--- src/rtl/lsu_mem_responder.sv ---
// Load/store unit front end: turns memory-stage controls into a single
// valid/ready word access, formats store lanes and load results, stalls
// the pipeline while the access is in flight, and reports misaligned,
// illegal and timed-out accesses for exactly one cycle in DONE.
module lsu_mem_responder #(
    parameter int TIMEOUT = 255
) (
    input  logic        clk,
    input  logic        rst_n,
    input  logic        rd_en,
    input  logic        wr_en,
    input  logic [2:0]  mem_type,
    input  logic [31:0] addr,
    input  logic [31:0] wdata,
    output logic        stall,
    output logic [31:0] rdata,
    output logic        err,
    output logic [1:0]  err_cause,
    output logic        bus_valid,
    output logic        bus_we,
    output logic [31:0] bus_addr,
    output logic [31:0] bus_wdata,
    output logic [3:0]  bus_be,
    input  logic        bus_ready,
    input  logic        bus_rvalid,
    input  logic [31:0] bus_rdata
);
    typedef enum logic [1:0] {
        S_IDLE = 2'd0,
        S_REQ  = 2'd1,
        S_WAIT = 2'd2,
        S_DONE = 2'd3
    } state_t;

    localparam logic [2:0] MT_B  = 3'd0;
    localparam logic [2:0] MT_H  = 3'd1;
    localparam logic [2:0] MT_W  = 3'd2;
    localparam logic [2:0] MT_BU = 3'd3;
    localparam logic [2:0] MT_HU = 3'd4;

    localparam logic [1:0] CAUSE_NONE    = 2'b00;
    localparam logic [1:0] CAUSE_MISALIGN = 2'b01;
    localparam logic [1:0] CAUSE_ILLEGAL = 2'b10;
    localparam logic [1:0] CAUSE_TIMEOUT = 2'b11;

    // Last counter value allowed before the access is abandoned.
    localparam logic [7:0] CNT_LAST = 8'(TIMEOUT - 1);

    state_t      state_reg, state_next;
    logic [7:0]  cnt_reg, cnt_next;
    logic [2:0]  mt_reg, mt_next;
    logic [1:0]  off_reg, off_next;
    logic [31:0] rdata_reg, rdata_next;
    logic        err_reg, err_next;
    logic [1:0]  cause_reg, cause_next;
    logic        we_reg, we_next;
    logic [31:0] addr_reg, addr_next;
    logic [31:0] wdata_reg, wdata_next;
    logic [3:0]  be_reg, be_next;
    logic        stall_c;

    logic        illegal;
    logic        misaligned;
    logic [31:0] st_wdata;
    logic [3:0]  st_be;
    logic [7:0]  ld_byte;
    logic [15:0] ld_half;
    logic [31:0] ld_data;

    // Decode the incoming request: legality, alignment and store lane layout.
    always_comb begin
        illegal    = wr_en ? (mem_type >= 3'd3) : (mem_type >= 3'd5);
        misaligned = 1'b0;
        st_wdata   = 32'd0;
        st_be      = 4'b0000;
        case (mem_type)
            MT_H, MT_HU: misaligned = addr[0];
            MT_W:        misaligned = (addr[1:0] != 2'b00);
            default:     misaligned = 1'b0;
        endcase
        if (wr_en) begin
            case (mem_type)
                MT_B: begin
                    st_wdata = {4{wdata[7:0]}};
                    st_be    = 4'b0001 << addr[1:0];
                end
                MT_H: begin
                    st_wdata = {2{wdata[15:0]}};
                    st_be    = addr[1] ? 4'b1100 : 4'b0011;
                end
                MT_W: begin
                    st_wdata = wdata;
                    st_be    = 4'b1111;
                end
                default: begin
                    st_wdata = 32'd0;
                    st_be    = 4'b0000;
                end
            endcase
        end
    end

    // Pick the addressed lane of the returned word and extend it.
    always_comb begin
        ld_byte = bus_rdata[{off_reg, 3'b000} +: 8];
        ld_half = off_reg[1] ? bus_rdata[31:16] : bus_rdata[15:0];
        case (mt_reg)
            MT_B:    ld_data = {{24{ld_byte[7]}}, ld_byte};
            MT_H:    ld_data = {{16{ld_half[15]}}, ld_half};
            MT_BU:   ld_data = {24'd0, ld_byte};
            MT_HU:   ld_data = {16'd0, ld_half};
            default: ld_data = bus_rdata;
        endcase
    end

    // Next-state and output logic; err/err_cause fall back to zero outside DONE.
    always_comb begin
        state_next = state_reg;
        cnt_next   = cnt_reg;
        mt_next    = mt_reg;
        off_next   = off_reg;
        rdata_next = rdata_reg;
        err_next   = 1'b0;
        cause_next = CAUSE_NONE;
        we_next    = we_reg;
        addr_next  = addr_reg;
        wdata_next = wdata_reg;
        be_next    = be_reg;
        stall_c    = 1'b0;
        case (state_reg)
            S_IDLE: begin
                stall_c = rd_en | wr_en;
                if (rd_en | wr_en) begin
                    if (illegal) begin
                        state_next = S_DONE;
                        err_next   = 1'b1;
                        cause_next = CAUSE_ILLEGAL;
                    end else if (misaligned) begin
                        state_next = S_DONE;
                        err_next   = 1'b1;
                        cause_next = CAUSE_MISALIGN;
                    end else begin
                        state_next = S_REQ;
                        cnt_next   = 8'd0;
                        we_next    = wr_en;
                        addr_next  = {addr[31:2], 2'b00};
                        wdata_next = st_wdata;
                        be_next    = st_be;
                        mt_next    = mem_type;
                        off_next   = addr[1:0];
                    end
                end
            end
            S_REQ, S_WAIT: begin
                stall_c = 1'b1;
                if ((state_reg == S_REQ) && bus_ready && we_reg) begin
                    state_next = S_DONE;
                end else if ((state_reg == S_WAIT) && bus_rvalid) begin
                    state_next = S_DONE;
                    rdata_next = ld_data;
                end else if (cnt_reg == CNT_LAST) begin
                    state_next = S_DONE;
                    err_next   = 1'b1;
                    cause_next = CAUSE_TIMEOUT;
                    rdata_next = 32'd0;
                end else begin
                    cnt_next = cnt_reg + 8'd1;
                    if ((state_reg == S_REQ) && bus_ready) begin
                        state_next = S_WAIT;
                    end
                end
            end
            S_DONE: begin
                state_next = S_IDLE;
            end
            default: begin
                state_next = S_IDLE;
            end
        endcase
    end

    // State and datapath registers, cleared asynchronously.
    always_ff @(posedge clk or negedge rst_n) begin
        if (!rst_n) begin
            state_reg <= S_IDLE;
            cnt_reg   <= 8'd0;
            mt_reg    <= 3'd0;
            off_reg   <= 2'd0;
            rdata_reg <= 32'd0;
            err_reg   <= 1'b0;
            cause_reg <= CAUSE_NONE;
            we_reg    <= 1'b0;
            addr_reg  <= 32'd0;
            wdata_reg <= 32'd0;
            be_reg    <= 4'b0000;
        end else begin
            state_reg <= state_next;
            cnt_reg   <= cnt_next;
            mt_reg    <= mt_next;
            off_reg   <= off_next;
            rdata_reg <= rdata_next;
            err_reg   <= err_next;
            cause_reg <= cause_next;
            we_reg    <= we_next;
            addr_reg  <= addr_next;
            wdata_reg <= wdata_next;
            be_reg    <= be_next;
        end
    end

    assign stall     = stall_c;
    assign rdata     = rdata_reg;
    assign err       = err_reg;
    assign err_cause = cause_reg;
    assign bus_valid = (state_reg == S_REQ);
    assign bus_we    = we_reg;
    assign bus_addr  = addr_reg;
    assign bus_wdata = wdata_reg;
    assign bus_be    = be_reg;
endmodule

--- config.mk ---
export PLATFORM = sky130hd
export DESIGN_NAME = lsu_mem_responder
export DESIGN_NICKNAME = d
export VERILOG_FILES = /design/src/rtl/lsu_mem_responder.sv
export SDC_FILE = /design/constraint.sdc
export NUM_CORES = 1
export LEC_CHECK = 0
export BUFFER_PORTS_ARGS = -buffer_cell sky130_fd_sc_hd__buf_4
export CORE_ASPECT_RATIO = 1.75
export CORE_MARGIN = 10
export CORE_UTILIZATION = 45
export CTS_CLUSTER_SIZE = 40
export DETAILED_ROUTE_END_ITERATION = 8
export PLACE_DENSITY_LB_ADDON = 0.05
export SLEW_MARGIN = 20
export SYNTH_ARGS = -nofsm -noshare
export SYNTH_HDL_FRONTEND = slang
export SYNTH_SLANG_ARGS = --single-unit
--- constraint.sdc ---
create_clock -name clk -period 2.24 [get_ports clk]
set_input_delay 0.448 -clock clk [delete_from_list [all_inputs] [get_ports clk]]
set_output_delay 0.448 -clock clk [all_outputs]
set_load 0.05 [all_outputs]
# [Word level (Yosys, flattened, before mapping)]
# Cells that the tools add are included.
# W data, S select, Z words.
[classes] n_shift=2 bitwise=4 magnitude_cmp=2 mux=41 n_reduce_logical=15 eq_ne=17 n_addsub=1
[op_table] operator="$pmux W32 S4" count=1
[op_table] operator="$mux W32" count=3
[op_table] operator="$pmux W32 S3" count=1
[op_table] operator="$mux W8" count=6
[op_table] operator="$shiftx A32 B6 Y8" count=1
[op_table] operator="$mux W2" count=12
[op_table] operator="$mux W16" count=1
[op_table] operator="$pmux W8 S2" count=1
[op_table] operator="$ne A2 B2 Y1 const B" count=6
[op_table] operator="$pmux W4 S3" count=1
[op_table] operator="$add A8 B1 Y8 const B" count=1
[op_table] operator="$eq A8 B8 Y1 const B" count=1
[op_table] operator="$mux W1" count=8
[op_table] operator="$mux W4" count=2
[op_table] operator="$reduce_and A7 Y1" count=1
[op_table] operator="$eq A3 B1 Y1 const B" count=2
[op_table] operator="$eq A3 B2 Y1 const B" count=2
[op_table] operator="$eq A3 B3 Y1 const B" count=2
[op_table] operator="$logic_not A3 Y1" count=2
[op_table] operator="$pmux W1 S2" count=3
[op_table] operator="$pmux W2 S3" count=1
[op_table] operator="$reduce_bool A2 Y1" count=3
[op_table] operator="$ne A5 B5 Y1 const B" count=1
[op_table] operator="$eq A2 B2 Y1 const B" count=2
[op_table] operator="other kinds (13)" count=18
[word_totals] output_inout_bits=106 reg_bits=117 word_cells=93

# [Depth between registers and ports, before layout]
# Gate-level depths: netlist of run 1.
[depth] word_depth=7 depth_mapped=9 mapped_depth_nobuf=7

# [Worst setup path before layout of run 1]
# Ideal clock, no wire load.
[synth_timing] path_type="register to output" start="reg state_reg[0]" end="out stall" arrival_ns=1.855 setup_slack_ns=-0.063 required_time_ns=1.792 stages_incl_launch_ff=7 cell_sequence="dfrtp_1 -> inv_1 -> ha_1 -> clkbuf_2 -> clkbuf_1 -> nor2_1 -> nor2_1"
[synth_via] elab_chain_cells=3 elab_cells_between_ends=5 classes_between="eq/ne (2); mux (1); reduce/logical (2)"
[synth_rtl] element="from (decl)" line="49" source="state_t state_reg, state_next;"
[synth_rtl] element="from (signal assigned)" line="197" source="state_reg <= state_next;"
[synth_rtl] element="$eq A2 B1 Y1 / $eq A2 B2 Y1 (equally long branches)" line="130" source="case (state_reg)"
[synth_rtl] element="$reduce_or A2 Y1" line="130"
[synth_rtl] element="$pmux W1 S2 *" line="130"
[synth_rtl] element="to (decl)" line="15" source="output logic stall,"
# Every way passes the cells marked *; elsewhere a longest branch is shown, timed or not.

# [Worst setup path in the final report of run 1]
[layout_timing] start="reg state_reg[1]" end="reg cnt_reg[3]"
[layout_via] elab_chain_cells=5 elab_cells_between_ends=16 classes_between="eq/ne (8); mux (1); reduce/logical (7)"
[layout_rtl] element="$eq A2 B1 Y1" line="130, 156"
[layout_rtl] element="$logic_and A1 B1 Y1 (2 in a row)" line="156" source="if ((state_reg == S_REQ) && bus_ready && we_reg) begin"
[layout_rtl] element="$ne A2 B2 Y1 (no line)"
[layout_rtl] element="$reduce_and A7 Y1 (no line)"
[layout_rtl] element="to (signal assigned)" line="198" source="cnt_reg <= cnt_next;"
[layout_rtl] element="to (decl)" line="50" source="logic [7:0] cnt_reg, cnt_next;"
# Parallel ways exist; a longest one is shown, timed or not.
# A chain may end at the register's enable or synchronous reset.

==> impl_metrics.prom, run 1 <==
# TYPE chip_impl_metric gauge
chip_impl_metric{name="vias_per_cell",unit=""} 5.41
chip_impl_metric{name="total_count_of_max_transition_violations_in_the_final_report",unit=""} 0
chip_impl_info{name="timing_worst_setup_path_type",value="reg2reg"} 1
chip_impl_metric{name="fp.dieArea",unit="um^2"} 18700
chip_impl_metric{name="synth-edff-count",unit=""} 0
chip_impl_metric{name="placement_rows",unit=""} 56
chip_impl_metric{name="layout.core_utilization",unit=""} 0.640
chip_impl_metric{name="horizontal_die_dimension",unit="um"} 108
chip_impl_metric{name="maximum_number_of_pins_on_one_net_before_global_route_repair",unit=""} 47
chip_impl_metric{name="first_pass_grt_wire_length",unit="um"} 30700
chip_impl_metric{name="insertion_delay",unit="ps"} 410
chip_impl_metric{name="synth-seq-cells",unit=""} 117
chip_impl_info{name="ys_top_cells_by_count",value="123 x nand2_1, 117 x dfrtp_1, 99 x o21ai_0, 54 x a21oi_1, 37 x mux2_2"} 1
chip_impl_metric{name="vias_post_dr",unit=""} 5695
chip_impl_metric{name="number_of_diodes",unit=""} 0
chip_impl_metric{name="finalCritPeriodShare",unit=""} 0.957
chip_impl_metric{name="worst_ep_required_time",unit="ps"} 2540
chip_impl_metric{name="layout.area.seq",unit="um^2"} 2930
chip_impl_info{name="cpMaxStageDelayCell",value="or3b_2"} 1
chip_impl_info{name="grt_setup_unrepaired",value="yes"} 1
chip_impl_metric{name="numPortBuffers",unit=""} 208
chip_impl_metric{name="critical-path-max-stage-delay",unit="ps"} 470
chip_impl_metric{name="total_switching_power",unit="mW"} 6.99
chip_impl_info{name="cp-start-kind",value="register"} 1
chip_impl_metric{name="antenna_left",unit=""} 0
chip_impl_metric{name="ys_async_sr_fraction",unit=""} 1.00
chip_impl_metric{name="switching_share",unit=""} 0.483
chip_impl_metric{name="tightestPinTransition",unit="ps"} 925
chip_impl_metric{name="portion_of_the_post_synthesis_area_used_by_sequential_elements",unit=""} 0.484
chip_impl_metric{name="yosys.cell_types.count",unit=""} 51
chip_impl_metric{name="fp.dieH",unit="um"} 173
chip_impl_info{name="critPathCaptureType",value="register"} 1
chip_impl_metric{name="relSlewSlack",unit=""} 0.383
chip_impl_metric{name="drt_first_iter_violations",unit=""} 223
chip_impl_metric{name="clock.fmax",unit="MHz"} 467
chip_impl_metric{name="globalRoute.totalOverflow",unit=""} 0
chip_impl_info{name="synth_area_leaders",value="dfrtp_1 48%, o21ai_0 8.2%, nand2_1 7.6%"} 1
chip_impl_metric{name="regToRegSetupSlack",unit="ps"} 100
chip_impl_metric{name="avgRoutedWirePerCell",unit="um"} 18.3
chip_impl_metric{name="final_hold_vios",unit=""} 0
chip_impl_metric{name="path_max_fanout",unit=""} 9
chip_impl_metric{name="post-route-min-period",unit="ps"} 2140
chip_impl_metric{name="cts_htree_levels",unit=""} 4
chip_impl_metric{name="netlist_instances",unit=""} 654
chip_impl_metric{name="fillerInstances",unit=""} 1164
chip_impl_metric{name="core_area",unit="um^2"} 13300
chip_impl_metric{name="start_util",unit=""} 0.454
chip_impl_metric{name="synth_warnings",unit=""} 0
chip_impl_metric{name="seqPwrFrac",unit=""} 0.252
chip_impl_info{name="worst_hold_path_type",value="in2reg"} 1
chip_impl_metric{name="power.density_cell_area",unit="nW/um^2"} 1700
chip_impl_metric{name="detailed_place.area",unit="um^2"} 7870
chip_impl_metric{name="p_leak",unit="nW"} 4.03
chip_impl_metric{name="areaGrowthSynthToFinish",unit="%"} 40.9
chip_impl_metric{name="vdd_drop_max",unit="mV"} 1.02
chip_impl_metric{name="first_global_vias",unit=""} 5903
chip_impl_info{name="status",value="finished, final reports clean"} 1
chip_impl_metric{name="final_cell_area",unit="um^2"} 8520
chip_impl_metric{name="grt_util_all_layers",unit=""} 0.204
chip_impl_metric{name="multiInputGateArea",unit="um^2"} 2890
chip_impl_metric{name="place.gp.congestion",unit=""} 0.870
chip_impl_metric{name="cts_buffer_depth",unit=""} 2
chip_impl_metric{name="clk_pin_slew_worst_paths",unit="ps"} 60
chip_impl_metric{name="routed_wirelength",unit="um"} 19200
chip_impl_info{name="critical_path.cell_chain",value="inv_1 > ha_2 > or3b_2 > o211ai_1 > a311o_1 > buf_4 > mux2i_1 > nand2_1"} 1
chip_impl_metric{name="max_cap_viols",unit=""} 0
chip_impl_metric{name="syn_avg_cell_area",unit="um^2"} 9.24
chip_impl_metric{name="final_layout_size_suffix_gt1_frac",unit=""} 0.362
chip_impl_metric{name="cts-buffers-inserted",unit=""} 17
chip_impl_info{name="yosysTopAreaCell",value="dfrtp_1"} 1
chip_impl_metric{name="synth.cell_area",unit="um^2"} 6050
chip_impl_metric{name="worst_ep_arrival_time",unit="ps"} 2440
chip_impl_info{name="cts_tree",value="yes"} 1
chip_impl_metric{name="combPwrFrac",unit=""} 0.549
chip_impl_metric{name="hpwlAfterDp",unit="um"} 15000
chip_impl_metric{name="design.final.nets",unit=""} 977
chip_impl_metric{name="initial_antenna_violation_count",unit=""} 0
chip_impl_metric{name="post-route-drc-count",unit=""} 0
chip_impl_metric{name="ios",unit=""} 211
chip_impl_info{name="yosys.cell_count.top_type",value="nand2_1"} 1
chip_impl_metric{name="area_share_of_the_largest_cell_type_after_synthesis",unit=""} 0.484
chip_impl_metric{name="power_report.internal_total",unit="mW"} 7.49
chip_impl_info{name="cts_root_buffer",value="clkbuf_16"} 1
chip_impl_metric{name="numClockSinks",unit=""} 117
chip_impl_metric{name="skew",unit="ps"} 7.19
chip_impl_metric{name="p_clk_frac",unit=""} 0.199
chip_impl_metric{name="router_iterations_before_antenna_repair",unit=""} 7
chip_impl_info{name="prevailing_post_synth_register_cell",value="dfrtp_1"} 1
chip_impl_metric{name="report.final.setup_viol",unit=""} 0
chip_impl_metric{name="hold_slack",unit="ps"} 268
[final cells by class]
cell class / count / area share
Multi-Input combinational cell: 486 / 0.339
Tap cell: 174 / 0.0256
Clock buffer: 18 / 0.0516
Sequential cell: 117 / 0.344
Timing Repair Buffer: 237 / 0.215
Inverter: 6 / 0.00264
Clock inverter: 14 / 0.0222
[critical path: cells and delay by family, from the launching register on]
family | cells | cell delay, ps
buffers and inverters | 2 | 310
and+or+nand+nor | 2 | 540
muxes | 1 | 190
DFF | 1 | 400
AOI/OAI and AO/OA | 2 | 360
adders and majority gates | 1 | 240
[layer usage]
metal  wire, um  vias up  global-route usage
li1           -     2728                   -
met1       7070     2735               0.213
met2      10400      211               0.359
met3       1430       21              0.0719
met4        367        0              0.0789
met5          0        -                   0
[what timing repair did]
item / 4_1_cts / 5_1_grt
endpoints found under the setup margin: 0 / 21
hold buffers: 1 / 0
resized for setup: 0 / 5
setup buffers: 0 / 0
endpoints found under the hold margin: 27 / 0
[path summary, 6_finish.rpt]
kind	from	to	depth (start not counted)
max	state_reg[1]	cnt_reg[3]	8
max in group asynchronous	rst_n	bus_wdata[10]	3
min in group asynchronous	rst_n	rdata[19]	2
min reg2reg	bus_wdata[12]	bus_wdata[12]	2
min	addr[20]	bus_addr[20]	2
max reg2reg	state_reg[1]	cnt_reg[3]	8
[power by group through the flow]
stage	sequential, mW	combinational (mW)	clock, mW
floorplan	6.29	2.74	0
global placement	3.62	7.84	0
detailed placement	3.67	7.96	0
CTS	3.65	7.99	2.93
global route	3.77	8.48	3.06
finish	3.65	7.95	2.88
[through the flow]
step	instances	setup WS (ps)	setup TNS [ps]	power (mW)
after floorplan	655	135	0	9.03
after global placement	1019	157	0	11.5
after detailed placement	1019	24.3	0	11.6
after CTS	1052	20.3	0	14.6
after global routing	1052	-3.00	-3.00	15.3
final	1052	96.4	0	14.5
[layout by cell type (no fill, tap or decap), types with 9 or more instances in the layout]
master / count
a21oi_1: 54
mux2i_1: 12
nand2_1: 123
clkbuf_16: 17
nor2_1: 32
mux2_2: 37
nand2b_1: 11
o22ai_1: 9
buf_4: 231
nand3_1: 10
nor2b_1: 14
dfrtp_1: 117
o21ai_0: 99
o31ai_1: 11
[cell families (layout without fill, tap and decap cells)]
logic type               count (synthesis)  in the layout  synth area share
adder cells (fa/ha/maj)                 15             15            0.0277
AND/OR/NAND/NOR                        210            210             0.153
XOR/XNOR                                 1              1           0.00145
other                                    1              2          0.000620
flip-flops                             117            117             0.484
buffers and inverters                   52            275            0.0412
AO/OA/AOI/OAI                          209            209             0.203
multiplexers                            49             49            0.0888
Note: power is estimated with default switching activity, not from simulation.
==> run 2, diff against run 1 <==
--- a/config.mk
+++ b/config.mk
@@ -5,6 +5,7 @@
 export SDC_FILE = /design/constraint.sdc
 export NUM_CORES = 1
 export LEC_CHECK = 0
+export ABC_AREA = 1
 export BUFFER_PORTS_ARGS = -buffer_cell sky130_fd_sc_hd__buf_4
 export CORE_ASPECT_RATIO = 1.75
 export CORE_MARGIN = 10
==> impl_metrics.prom, run 2 <==
# TYPE chip_impl_metric gauge
chip_impl_info{name="status",value="finished, final reports clean"} 1
chip_impl_metric{name="fillerInstances",unit=""} 1290
chip_impl_metric{name="numClockSinks",unit=""} 117
chip_impl_metric{name="finalCritPeriodShare",unit=""} 0.958
chip_impl_metric{name="vias_post_dr",unit=""} 5975
chip_impl_metric{name="layout.area.seq",unit="um^2"} 2930
chip_impl_info{name="cts_root_buffer",value="clkbuf_16"} 1
chip_impl_metric{name="path_max_fanout",unit=""} 8
chip_impl_metric{name="post-route-min-period",unit="ps"} 2150
chip_impl_metric{name="post_synth_mux_area_share",unit=""} 0
chip_impl_metric{name="final_layout_size_suffix_gt1_frac",unit=""} 0.272
chip_impl_metric{name="multiInputGateArea",unit="um^2"} 2730
chip_impl_metric{name="antenna_left",unit=""} 0
chip_impl_metric{name="post_synthesis_xor_xnor_area_fraction",unit=""} 0.00145
chip_impl_metric{name="synth-seq-cells",unit=""} 117
chip_impl_info{name="final_cell_mix",value="390 x nand2_1, 226 x buf_4, 117 x dfrtp_1"} 1
chip_impl_metric{name="syn_avg_cell_area",unit="um^2"} 7.32
chip_impl_metric{name="final_cell_area",unit="um^2"} 8380
chip_impl_metric{name="fin_setup_tns",unit="ps"} 0
chip_impl_metric{name="detailed_place.area",unit="um^2"} 7800
chip_impl_info{name="cp-start-kind",value="register"} 1
chip_impl_info{name="prevailing_post_synth_register_cell",value="dfrtp_1"} 1
chip_impl_metric{name="placement_rows",unit=""} 56
chip_impl_metric{name="tightestPinTransition",unit="ps"} 535
chip_impl_info{name="timing_worst_setup_path_type",value="reg2out"} 1
chip_impl_metric{name="drt_first_iter_violations",unit=""} 224
chip_impl_metric{name="worst_ep_required_time",unit="ps"} 1790
chip_impl_metric{name="insertion_delay",unit="ps"} 410
chip_impl_info{name="critical_path.cell_chain",value="inv_2 > ha_4 > inv_2 > a21oi_1 > buf_4"} 1
chip_impl_metric{name="avgRoutedWirePerCell",unit="um"} 15.6
chip_impl_metric{name="numPortBuffers",unit=""} 208
chip_impl_info{name="yosys.cell_count.top_type",value="nand2_1"} 1
chip_impl_info{name="crit_family",value="flip-flops"} 1
chip_impl_metric{name="synth_warnings",unit=""} 0
chip_impl_metric{name="routed_wirelength",unit="um"} 19100
chip_impl_info{name="ys_top_cells_by_count",value="390 x nand2_1, 117 x dfrtp_1, 96 x nand3_1, 47 x inv_1, 34 x nor2_1"} 1
chip_impl_metric{name="number_of_diodes",unit=""} 0
chip_impl_metric{name="worst_ep_arrival_time",unit="ps"} 1700
chip_impl_info{name="worst_hold_path_type",value="in2async"} 1
chip_impl_metric{name="p_clk_frac",unit=""} 0.186
chip_impl_metric{name="reg2reg_depth",unit=""} 9
chip_impl_metric{name="cts_htree_levels",unit=""} 4
chip_impl_metric{name="globalRoute.totalOverflow",unit=""} 0
chip_impl_info{name="main_combinational_cell_family_by_area_after_synthesis",value="simple AND/OR/NAND/NOR gates"} 1
chip_impl_metric{name="fp.dieH",unit="um"} 173
chip_impl_metric{name="worstPathBufferInverterCount",unit=""} 3
chip_impl_metric{name="maximum_number_of_pins_on_one_net_before_global_route_repair",unit=""} 51
chip_impl_metric{name="core_area",unit="um^2"} 13300
chip_impl_info{name="cts_tree",value="yes"} 1
chip_impl_metric{name="hpwlAfterDp",unit="um"} 14500
chip_impl_metric{name="critical-path-max-stage-delay",unit="ps"} 410
chip_impl_metric{name="design.final.nets",unit=""} 1148
chip_impl_metric{name="max_cap_viols",unit=""} 0
chip_impl_metric{name="power_report.internal_total",unit="mW"} 6.64
chip_impl_metric{name="skew",unit="ps"} 8.33
chip_impl_metric{name="first_global_vias",unit=""} 6140
chip_impl_metric{name="finalPower",unit="mW"} 13.6
chip_impl_metric{name="cts-buffers-inserted",unit=""} 17
chip_impl_metric{name="total_switching_power",unit="mW"} 6.99
chip_impl_metric{name="report.final.setup_viol",unit=""} 0
chip_impl_metric{name="cts_buffer_depth",unit=""} 2
chip_impl_metric{name="clk_pin_slew_worst_paths",unit="ps"} 60
chip_impl_metric{name="total_count_of_max_transition_violations_in_the_final_report",unit=""} 0
chip_impl_metric{name="yosys.cell_types.count",unit=""} 33
chip_impl_metric{name="grt_util_all_layers",unit=""} 0.207
chip_impl_metric{name="portion_of_the_post_synthesis_area_used_by_sequential_elements",unit=""} 0.485
chip_impl_metric{name="horizontal_die_dimension",unit="um"} 108
chip_impl_metric{name="seqPwrFrac",unit=""} 0.256
chip_impl_metric{name="post-route-drc-count",unit=""} 0
chip_impl_metric{name="fp.dieArea",unit="um^2"} 18600
chip_impl_metric{name="netlist_instances",unit=""} 825
chip_impl_metric{name="place.gp.congestion",unit=""} 0.838
chip_impl_info{name="grt_setup_unrepaired",value="no"} 1
chip_impl_metric{name="vias_per_cell",unit=""} 4.89
chip_impl_info{name="critPathCaptureType",value="output port"} 1
chip_impl_metric{name="power.density_cell_area",unit="nW/um^2"} 1630
chip_impl_metric{name="postCtsHoldBufs",unit=""} 0
chip_impl_metric{name="p_leak",unit="nW"} 4.76
chip_impl_info{name="yosysTopAreaCell",value="dfrtp_1"} 1
chip_impl_info{name="mostFrequentLayoutCell",value="nand2_1"} 1
chip_impl_metric{name="initial_antenna_violation_count",unit=""} 0
chip_impl_metric{name="synth-edff-count",unit=""} 0
chip_impl_metric{name="ios",unit=""} 211
chip_impl_metric{name="relSlewSlack",unit=""} 0.643
chip_impl_info{name="synth_area_leaders",value="dfrtp_1 48%, nand2_1 24%, nand3_1 8.0%"} 1
chip_impl_metric{name="clock.fmax",unit="MHz"} 466
chip_impl_metric{name="synth-compound-area-share",unit=""} 0.0626
chip_impl_metric{name="vdd_drop_max",unit="mV"} 0.926
chip_impl_metric{name="router_iterations_before_antenna_repair",unit=""} 4
chip_impl_metric{name="areaGrowthSynthToFinish",unit="%"} 38.8
chip_impl_metric{name="area_share_of_the_largest_cell_type_after_synthesis",unit=""} 0.485
chip_impl_metric{name="ys_async_sr_fraction",unit=""} 1.00
chip_impl_metric{name="yosys.area_share.simple",unit=""} 0.368
chip_impl_metric{name="synth.cell_area",unit="um^2"} 6040
chip_impl_metric{name="first_pass_grt_wire_length",unit="um"} 31400
chip_impl_info{name="critical-path-top-cell-by-count",value="inv_2"} 1
chip_impl_info{name="cpMaxStageDelayCell",value="dfrtp_1"} 1
chip_impl_metric{name="start_util",unit=""} 0.454
chip_impl_metric{name="final_hold_vios",unit=""} 0
chip_impl_metric{name="switching_share",unit=""} 0.513
chip_impl_metric{name="combPwrFrac",unit=""} 0.558
chip_impl_metric{name="worst-path-stages",unit=""} 5
chip_impl_metric{name="post_synth_fa_ha_maj_area_fraction",unit=""} 0.0145
-- run 2: worst paths after layout --
path | start | to | slack (ps)
worst min register to register | bus_addr[26] | bus_addr[26] | 470
worst min-delay path | rst_n | cnt_reg[1] | 20
worst max-delay path | state_reg[0] | stall | 90
worst max register to register | state_reg[1] | bus_be[2] | 300
max in group asynchronous | rst_n | rdata[7] | 1610
min in group clk | addr[21] | bus_addr[21] | 230
-- run 2: repair_timing --
item	4_1_cts	5_1_grt
gates resized for setup	4	2
endpoints found under the setup margin	1	1
setup buffers	0	1
-- run 2: kinds of logic after synthesis --
logic type                 after synthesis
DFF                                    117
xor gates and xnor gates                 1
other                                    1
AOI/OAI and AO/OA                       67
and+or+nand+nor                        541
adders and majority gates                7
buffers and inverters                   91
-- run 2: layout make-up --
cell class                      count  share of cell area
Clock buffer                       18              0.0524
Sequential cell                   117               0.349
Clock inverter                     14              0.0140
Multi-Input combinational cell    618               0.325
Tap cell                          174              0.0260
Timing Repair Buffer              229               0.210
Inverter                           53              0.0237
-- run 2: power by group through the flow --
stage	Combinational, mW	Clock [mW]	Sequential, mW
2_1_floorplan	2.56	0	6.08
3_3_place_gp	7.54	0	3.50
3_5_place_dp	7.60	0	3.50
4_1_cts	7.65	2.59	3.49
5_1_grt	8.24	2.71	3.61
6_report	7.60	2.54	3.49
-- run 2: metrics by stage --
| stage | util | std cells | hold WS [ps] | worst slack (ps) |
|---|---|---|---|---|
| final | 0.630 | 1223 | 20.4 | 93.7 |
| after CTS | 0.629 | 1222 | 35.9 | 43.0 |
| after global placement | 0.586 | 1190 | 455 | 280 |
| after floorplan | - | 826 | 152 | 10.3 |
| after global routing | 0.630 | 1223 | 53.3 | 5.40 |
| after detailed placement | 0.586 | 1190 | 459 | 200 |
-- run 2: per-layer routing --
layer  part of all wire  track usage
met5                  0            0
met1               0.36        0.220
met4              0.026       0.0738
met3              0.090       0.0823
met2               0.52        0.357
==> run 3, diff against run 2 <==
--- a/config.mk
+++ b/config.mk
@@ -12,6 +12,7 @@
 export CORE_UTILIZATION = 45
 export CTS_CLUSTER_SIZE = 40
 export DETAILED_ROUTE_END_ITERATION = 8
+export HOLD_SLACK_MARGIN = 0.1
 export PLACE_DENSITY_LB_ADDON = 0.05
 export SLEW_MARGIN = 20
 export SYNTH_ARGS = -nofsm -noshare
==> impl_metrics.prom, run 3 (same netlist as run 2, synthesis figures left out) <==
# TYPE chip_impl_metric gauge
chip_impl_metric{name="power_report.internal_total",unit="mW"} 6.64
chip_impl_metric{name="first_global_vias",unit=""} 6143
chip_impl_info{name="cp-start-kind",value="register"} 1
chip_impl_metric{name="skew",unit="ps"} 8.95
chip_impl_metric{name="total_switching_power",unit="mW"} 7.00
chip_impl_info{name="final_cell_mix",value="390 x nand2_1, 226 x buf_4, 117 x dfrtp_1"} 1
chip_impl_info{name="cts_tree",value="yes"} 1
chip_impl_metric{name="post-route-drc-count",unit=""} 0
chip_impl_metric{name="detailed_place.area",unit="um^2"} 7800
chip_impl_metric{name="globalRoute.totalOverflow",unit=""} 0
chip_impl_info{name="grt_setup_unrepaired",value="no"} 1
chip_impl_metric{name="areaGrowthSynthToFinish",unit="%"} 39.0
chip_impl_metric{name="switching_share",unit=""} 0.513
chip_impl_metric{name="report.final.setup_viol",unit=""} 0
chip_impl_metric{name="cts_htree_levels",unit=""} 4
chip_impl_metric{name="worst_ep_arrival_time",unit="ps"} 1700
chip_impl_metric{name="post-route-min-period",unit="ps"} 2150
chip_impl_metric{name="ios",unit=""} 211
chip_impl_metric{name="final_layout_size_suffix_gt1_frac",unit=""} 0.271
chip_impl_metric{name="fp.dieArea",unit="um^2"} 18600
chip_impl_metric{name="number_of_diodes",unit=""} 0
chip_impl_metric{name="seqPwrFrac",unit=""} 0.256
chip_impl_metric{name="fin_setup_tns",unit="ps"} 0
chip_impl_metric{name="avgRoutedWirePerCell",unit="um"} 15.7
chip_impl_metric{name="horizontal_die_dimension",unit="um"} 108
chip_impl_metric{name="vdd_drop_max",unit="mV"} 0.926
chip_impl_metric{name="reg2reg_depth",unit=""} 9
chip_impl_info{name="cts_root_buffer",value="clkbuf_16"} 1
chip_impl_metric{name="numPortBuffers",unit=""} 208
chip_impl_info{name="worst_hold_path_type",value="in2reg"} 1
chip_impl_metric{name="worst_ep_required_time",unit="ps"} 1790
chip_impl_metric{name="p_clk_frac",unit=""} 0.186
chip_impl_metric{name="fp.dieH",unit="um"} 173
chip_impl_metric{name="grt_util_all_layers",unit=""} 0.207
chip_impl_metric{name="first_pass_grt_wire_length",unit="um"} 31400
chip_impl_metric{name="router_iterations_before_antenna_repair",unit=""} 4
chip_impl_metric{name="insertion_delay",unit="ps"} 410
chip_impl_metric{name="final_hold_vios",unit=""} 0
chip_impl_info{name="timing_worst_setup_path_type",value="reg2out"} 1
chip_impl_metric{name="layout.core_utilization",unit=""} 0.631
chip_impl_metric{name="finalCritPeriodShare",unit=""} 0.959
chip_impl_metric{name="clk_pin_slew_worst_paths",unit="ps"} 60
chip_impl_metric{name="placement_rows",unit=""} 56
chip_impl_metric{name="relSlewSlack",unit=""} 0.643
chip_impl_metric{name="drt_first_iter_violations",unit=""} 214
chip_impl_metric{name="core_area",unit="um^2"} 13300
chip_impl_metric{name="vias_post_dr",unit=""} 5974
chip_impl_metric{name="antenna_left",unit=""} 0
chip_impl_metric{name="start_util",unit=""} 0.454
chip_impl_metric{name="tightestPinTransition",unit="ps"} 535
chip_impl_info{name="critPathCaptureType",value="output port"} 1
chip_impl_metric{name="path_max_fanout",unit=""} 8
chip_impl_metric{name="finalPower",unit="mW"} 13.6
chip_impl_metric{name="clock.fmax",unit="MHz"} 466
chip_impl_metric{name="maximum_number_of_pins_on_one_net_before_global_route_repair",unit=""} 51
chip_impl_info{name="mostFrequentLayoutCell",value="nand2_1"} 1
chip_impl_metric{name="max_cap_viols",unit=""} 0
chip_impl_metric{name="cts_buffer_depth",unit=""} 2
chip_impl_metric{name="p_leak",unit="nW"} 4.77
chip_impl_metric{name="routed_wirelength",unit="um"} 19200
chip_impl_metric{name="cts-buffers-inserted",unit=""} 17
chip_impl_metric{name="place.gp.congestion",unit=""} 0.838
chip_impl_metric{name="power.density_cell_area",unit="nW/um^2"} 1620
chip_impl_metric{name="combPwrFrac",unit=""} 0.558
chip_impl_metric{name="design.final.nets",unit=""} 1149
chip_impl_metric{name="final_cell_area",unit="um^2"} 8390
chip_impl_metric{name="hpwlAfterDp",unit="um"} 14500
chip_impl_metric{name="total_count_of_max_transition_violations_in_the_final_report",unit=""} 0
chip_impl_metric{name="initial_antenna_violation_count",unit=""} 0
chip_impl_metric{name="hold_slack",unit="ps"} 235
chip_impl_metric{name="vias_per_cell",unit=""} 4.88
chip_impl_metric{name="hold_depth",unit=""} 3
chip_impl_info{name="status",value="finished, final reports clean"} 1
chip_impl_metric{name="numClockSinks",unit=""} 117
[run 3: power groups by stage]
stage / clock, mW / combinational, mW / sequential (mW)
after floorplan: 0 / 2.56 / 6.08
after global placement: 0 / 7.54 / 3.50
after detailed placement: 0 / 7.60 / 3.50
after CTS: 2.59 / 7.66 / 3.49
after global routing: 2.71 / 8.24 / 3.61
final: 2.54 / 7.60 / 3.49
[run 3: final cells by class]
class                   count  area (um^2)
inverters                  53          199
well taps                 174          218
clock inverters            14          118
repair buffers            230         1770
multi-input cells         618         2730
clock buffers              18          439
flip-flops and latches    117         2930
fillers                  1289         4920
[run 3: metrics by stage]
step / setup WS, ps / cells
after floorplan: 10.3 / 826
after global placement: 280 / 1190
after detailed placement: 200 / 1190
after CTS: 43.0 / 1223
after global routing: 5.40 / 1224
final: 92.9 / 1224
[run 3: routing by layer]
metal / vias to the layer above / track usage / share of wire
met5: - / 0 / 0
met4: 0 / 0.0738 / 0.026
met3: 29 / 0.0823 / 0.087
met2: 179 / 0.357 / 0.52
met1: 2741 / 0.221 / 0.37
li1: 3025 / - / -
[run 3: critical path: stages (launching register included)]
cell	delay, ps
dfrtp_1	410
inv_2	90
ha_4	320
inv_2	90
a21oi_1	160
buf_4	220
[run 3: worst paths after layout]
| kind | from | endpoint | slack, ps |
|---|---|---|---|
| setup / recovery | state_reg[0] | stall | 90 |
| hold / removal | addr[21] | bus_addr[21] | 240 |
| setup reg to reg | state_reg[1] | bus_be[2] | 300 |
| hold reg to reg | bus_addr[26] | bus_addr[26] | 470 |
| max in group asynchronous | rst_n | rdata[7] | 1060 |
| min in group asynchronous | rst_n | cnt_reg[1] | 570 |
[run 3: repair_timing]
action,CTS,global route
setup endpoints to repair,1,1
hold endpoints to repair,37,0
resized for setup,4,2
buffers inserted,0,1
hold buffers,1,0
